File: config.mk
export PLATFORM = sky130hd
export DESIGN_NAME = dmem_arbiter
export DESIGN_NICKNAME = d
export VERILOG_FILES = /design/src/rtl/dmem_arb_pkg.sv /design/src/rtl/arb_sat_counter.sv /design/src/rtl/dmem_arbiter.sv
export SDC_FILE = /design/constraint.sdc
export NUM_CORES = 1
export LEC_CHECK = 0
export ABC_AREA = 0
export BUFFER_PORTS_ARGS = -buffer_cell sky130_fd_sc_hd__buf_2
export CAP_MARGIN = 20
export CORE_AREA = 2 2 118 120
export CTS_BUF_LIST = sky130_fd_sc_hd__clkbuf_4
export DETAILED_ROUTE_END_ITERATION = 8
export DIE_AREA = 0 0 120 122
export PLACE_DENSITY = 0.64
export SYNTH_ARGS = -nofsm -noshare
export SYNTH_HDL_FRONTEND = slang
export SYNTH_SLANG_ARGS = --single-unit
File: constraint.sdc
create_clock -name clk -period 4.9 [get_ports clk]
set_input_delay 0.245 -clock clk [delete_from_list [all_inputs] [get_ports clk]]
set_output_delay 0.245 -clock clk [all_outputs]
set_load 0.02 [all_outputs]
File: src/rtl/dmem_arb_pkg.sv
// dmem_arb_pkg: shared types and constants for the data-memory arbiter
package dmem_arb_pkg;
    typedef enum logic {IDLE = 1'b0, LOCKED = 1'b1} state_t;
    localparam int WORD_IDX_HI   = 9;
    localparam int WORD_IDX_LO   = 2;
    localparam int DEF_MAX_WAIT  = 4;
    localparam int DEF_MAX_BURST = 8;
endpackage

File: src/rtl/arb_sat_counter.sv
// arb_sat_counter: clearable up-counter that saturates at LIMIT
module arb_sat_counter #(
    parameter int W     = 4,
    parameter int LIMIT = 4
) (
    input  logic         clk,
    input  logic         reset,
    input  logic         i_clr,
    input  logic         i_inc,
    output logic [W-1:0] o_cnt
);
    logic [W-1:0] r_cnt;
    always_ff @(posedge clk or posedge reset)
        if (reset)
            r_cnt <= '0;
        else if (i_clr)
            r_cnt <= '0;
        else if (i_inc && r_cnt != W'(LIMIT))
            r_cnt <= r_cnt + 1'b1;
    assign o_cnt = r_cnt;
endmodule

File: src/rtl/dmem_arbiter.sv
// dmem_arbiter: shares the data memory between the CPU MEM stage and a DMA engine
module dmem_arbiter
    import dmem_arb_pkg::*;
#(
    parameter int MAX_WAIT  = DEF_MAX_WAIT,
    parameter int MAX_BURST = DEF_MAX_BURST,
    parameter int CNT_W     = 4
) (
    input  logic        clk,
    input  logic        reset,
    input  logic        i_cpu_rd,
    input  logic        i_cpu_wr,
    input  logic [31:0] i_cpu_addr,
    input  logic [31:0] i_cpu_wdata,
    output logic [31:0] o_cpu_rdata,
    output logic        o_cpu_stall,
    input  logic        i_dma_req,
    input  logic        i_dma_we,
    input  logic        i_dma_lock,
    input  logic [31:0] i_dma_addr,
    input  logic [31:0] i_dma_wdata,
    output logic        o_dma_gnt,
    output logic        o_dma_ack,
    output logic [31:0] o_dma_rdata,
    output logic        o_mem_read,
    output logic        o_mem_write,
    output logic [31:0] o_mem_addr,
    output logic [31:0] o_mem_wdata,
    input  logic [31:0] i_mem_rdata
);
    state_t             r_state;
    logic [CNT_W-1:0]   w_wait_cnt, w_burst_cnt;
    logic               w_cpu_act, w_starve, w_gnt, w_cpu_own, w_lock_next;

    assign w_cpu_act   = i_cpu_rd | i_cpu_wr;
    assign w_starve    = w_wait_cnt == CNT_W'(MAX_WAIT);
    assign w_gnt       = ~reset & i_dma_req & ((r_state == LOCKED) | ~w_cpu_act | w_starve);
    assign w_cpu_own   = ~reset & w_cpu_act & ~w_gnt;
    // burst_cnt is 0 in IDLE, so one compare covers both entry and continuation
    assign w_lock_next = w_gnt & i_dma_lock & (w_burst_cnt < CNT_W'(MAX_BURST - 1));

    arb_sat_counter #(.W(CNT_W), .LIMIT(MAX_WAIT)) u_wait (
        .clk(clk), .reset(reset),
        .i_clr(w_gnt | ~i_dma_req), .i_inc(i_dma_req & ~w_gnt),
        .o_cnt(w_wait_cnt)
    );

    arb_sat_counter #(.W(CNT_W), .LIMIT(MAX_BURST)) u_burst (
        .clk(clk), .reset(reset),
        .i_clr(~w_lock_next), .i_inc(w_lock_next),
        .o_cnt(w_burst_cnt)
    );

    always_ff @(posedge clk or posedge reset)
        if (reset) begin
            r_state     <= IDLE;
            o_dma_ack   <= 1'b0;
            o_dma_rdata <= '0;
        end else begin
            r_state     <= w_lock_next ? LOCKED : IDLE;
            o_dma_ack   <= w_gnt;
            o_dma_rdata <= (w_gnt & ~i_dma_we) ? i_mem_rdata : o_dma_rdata;
        end

    assign o_dma_gnt   = w_gnt;
    assign o_cpu_stall = ~reset & w_cpu_act & w_gnt;
    assign o_cpu_rdata = w_cpu_own ? i_mem_rdata : '0;
    assign o_mem_read  = w_gnt ? ~i_dma_we : w_cpu_own & i_cpu_rd;
    assign o_mem_write = w_gnt ? i_dma_we : w_cpu_own & i_cpu_wr;
    assign o_mem_addr  = w_gnt ? i_dma_addr : w_cpu_own ? i_cpu_addr : '0;
    assign o_mem_wdata = w_gnt ? i_dma_wdata : w_cpu_own ? i_cpu_wdata : '0;
endmodule

==> flow_metrics.env <==
export IMPL_cts_made_buffers=5
export IMPL_coreArea_um2=13500
export IMPL_worst_slack_ns=1.83
export IMPL_slew_viol_final=0
export IMPL_ys_seq_area_share_pct=32.1
export IMPL_finalHoldViolCount=0
export IMPL_switching_share_pct=40.0
export IMPL_ios=300
export IMPL_cts_max_level=2
export IMPL_worstPathArrival_ns=2.83
export IMPL_crit_slowest_cell="buf_4"
export IMPL_hpwl_um=8840
export IMPL_yosys_warnings=0
export IMPL_vias=3480
export IMPL_cts_path_max_buffers=2
export IMPL_reg2reg_slack_ns=2.68
export IMPL_crit_path_cell_trace="inv_1 > ha_1 > and3b_1 > o21ai_4 > buf_4 > mux2i_1 > buf_2"
export IMPL_total_power_uw=1310
export IMPL_critPathLaunch="u_wait.o_cnt[0]"
export IMPL_cts_tree="built"
export IMPL_grt_pass1_wl_um=16000
export IMPL_fin_crit_ns=3.07
export IMPL_ir_drop_mv=0.157
export IMPL_dieArea_um2=14600
export IMPL_cts_root_buf="clkbuf_4"
export IMPL_min_from="i_mem_rdata[22]"
export IMPL_overflow=0
export IMPL_syn_area_um2=3280
export IMPL_drc_errors=0
export IMPL_worst_pin_slew_ns=0.879
export IMPL_drtAntennaViolNets=0
export IMPL_syn_avg_cell_area_um2=8.77
export IMPL_dr_pass1_iters=4
export IMPL_leakagePower_uw=0.00345
export IMPL_whs_ns=0.0925
export IMPL_rr_endpoint="o_dma_rdata[6]"
export IMPL_nets=831
export IMPL_drt_wl_total_um=11000
export IMPL_power_frac_comb_pct=46.0
export IMPL_syn_to_final_growth_pct=51.7
export IMPL_skew_ns=0.00594
export IMPL_outcome="complete, no violations"
export IMPL_drive_gt1_share_pct=52.0
export IMPL_gp_congestion=0.762
export IMPL_port_buffers=299
export IMPL_rr_worst_depth=6
export IMPL_p_clk_share_pct=18.7
export IMPL_cts_resized=0
export IMPL_std_cell_rows=43
export IMPL_worstPathRequired_ns=4.66
export IMPL_end_kind="primary output"
export IMPL_clkTransAtPathRegs_ns=0.15
export IMPL_clock_sinks=42
export IMPL_syn_num_nets=545
export IMPL_critPathLaunchType="flip-flop"
export IMPL_fin_setup_tns_ns=0
export IMPL_rsz0062_at_grt="false"
export IMPL_grt_util_all_layers_pct=13.6
export IMPL_wl_per_cell_um=13.1
export IMPL_first_global_vias=3110
export IMPL_path_class="flip-flop to primary output"
export IMPL_final_cell_mix="buf_2, inv_1, nand2_1, mux2i_1, dfrtp_1"
export IMPL_layout_worst_path_cycle_share_pct=62.7
export IMPL_hold_depth=2
export IMPL_max_stage_delay_ns=0.66
export IMPL_crit_fanout=59
export IMPL_initial_core_util_pct=24.3
export IMPL_grt_antenna_before_repair=0
export IMPL_drtIter0Drc=91
export IMPL_slew_headroom_pct=41.4
export IMPL_max_freq_ghz=0.326
export IMPL_die_y_um=122
export IMPL_die_w_um=120
export IMPL_dp_slack_ns=2.25
export IMPL_viasPerCell=4.13
export IMPL_synth_cell_type_count=30
export IMPL_layout_commonest_cell="buf_2"
export IMPL_hold_path_class="primary input to flip-flop"
export IMPL_maxCapViolCount=0
export IMPL_seq_power_share_pct=35.2
export IMPL_clkLatencyLatePin_ns=0.37
export IMPL_setup_viol_count_final=0
export IMPL_r2r_start="u_wait.o_cnt[0]"
export IMPL_p_sw_uw=523
export IMPL_p_int_uw=785
export IMPL_p_per_area_nw_per_um2=263
export IMPL_ys_ff_latch=42
export IMPL_syn_instance_count=374
export IMPL_hold_path_endpoint="o_dma_rdata[22]"
export IMPL_grt_max_degree=97
-- sequential cells by signal (all words and copies together), names as in the netlist --
register,flops
u_wait.o_cnt,4
u_burst.o_cnt,4
r_state,1
o_dma_ack,1
o_dma_rdata,32
-- area by class of cell --
cell class,instances,area [um2]
repair buffers,305,1560
diodes,1,2.50
fillers,1444,8530
flip-flops and latches,42,1050
inverters,72,270
clock inverters,3,48.8
well taps,180,225
multi-input cells,234,1770
clock buffers,5,37.5
-- cell usage after synthesis --
cell / instances / area [um2]
o21ai_0: 2 / 10.0
xnor2_1: 2 / 17.5
ha_1: 4 / 50.1
mux2_2: 27 / 304
nor3b_1: 3 / 22.5
o21bai_2: 1 / 11.3
dfrtp_1: 42 / 1050
buf_6: 5 / 56.3
o2111ai_1: 1 / 8.76
buf_4: 5 / 37.5
o21ai_2: 1 / 8.76
and3_1: 32 / 200
nand3_1: 2 / 10.0
mux2_1: 6 / 67.6
nor2_1: 8 / 30.0
mux2i_1: 67 / 671
inv_1: 72 / 270
and3b_1: 2 / 17.5
nand3b_1: 1 / 7.51
nand2_1: 68 / 255
buf_2: 5 / 25.0
and2b_1: 1 / 7.51
clkbuf_1: 6 / 22.5
o211ai_4: 1 / 21.3
buf_8: 3 / 45.0
xor2_1: 1 / 8.76
nor2b_1: 1 / 6.26
o21ba_2: 1 / 10.0
o21a_1: 2 / 15.0
clkbuf_2: 2 / 10.0
-- critical path, delay by kind of cell, from the launching register on --
family,cells,cell delay [ns]
buffers and inverters,3,0.95
flip-flops,1,0.40
multiplexers,1,0.33
AND/OR/NAND/NOR,1,0.30
adder cells (fa/ha/maj),1,0.20
AO/OA/AOI/OAI,1,0.19
-- cells by family (layout without fill, tap and decap cells) --
group                    Yosys count  after routing  share of synthesized area [%]
AO/OA/AOI/OAI                      9              9                           2.60
XOR/XNOR                           3              3                          0.802
adder cells (fa/ha/maj)            4              4                           1.53
buffers and inverters             98            385                           14.2
flip-flops                        42             42                           32.1
multiplexers                     100            100                           31.8
other                              0              1                              0
AND/OR/NAND/NOR                  118            118                           17.0
-- worst max-delay path by stage --
stage                                 end  slack [ns]  depth (start not counted)
after floorplan            o_mem_addr[13]        2.80                          9
after global placement     o_mem_addr[15]        2.28                          7
after detailed placement   o_mem_addr[15]        2.25                          7
after CTS                  o_mem_addr[15]        1.79                          7
after global routing      o_mem_wdata[21]        1.66                          7
final                      o_mem_addr[15]        1.83                          7
-- timing repair --
action / 4_1_cts / 5_1_grt
endpoints found under the hold margin: 15 / 0
hold buffers: 1 / 0
buffers inserted: 0 / 0
-- layer usage --
layer / wire (um) / up-vias / GRT usage (%) / share of wire (%)
met1: 4550 / 1556 / 16.6 / 41
li1: - / 1763 / - / -
met3: 866 / 5 / 3.32 / 7.9
met4: 38 / 0 / 1.84 / 0.34
met5: 0 / - / 0 / 0
met2: 5560 / 156 / 24.6 / 50
-- power by group through the flow --
stage / logic [uW] / clock network, uW / registers [uW]
2_1_floorplan: 268 / 0 / 570
3_3_place_gp: 602 / 0 / 466
3_5_place_dp: 606 / 0 / 469
4_1_cts: 609 / 261 / 462
5_1_grt: 648 / 273 / 473
6_report: 602 / 245 / 461
-- per-stage QoR --
stage,area [um2],utilization [%],std cells
final,4970,36.8,842
after global routing,4970,36.8,841
after CTS,4940,36.6,840
after detailed placement,4850,35.9,831
after global placement,4850,35.9,831
after floorplan,3280,-,374
Power figures use the tool's default switching activity.
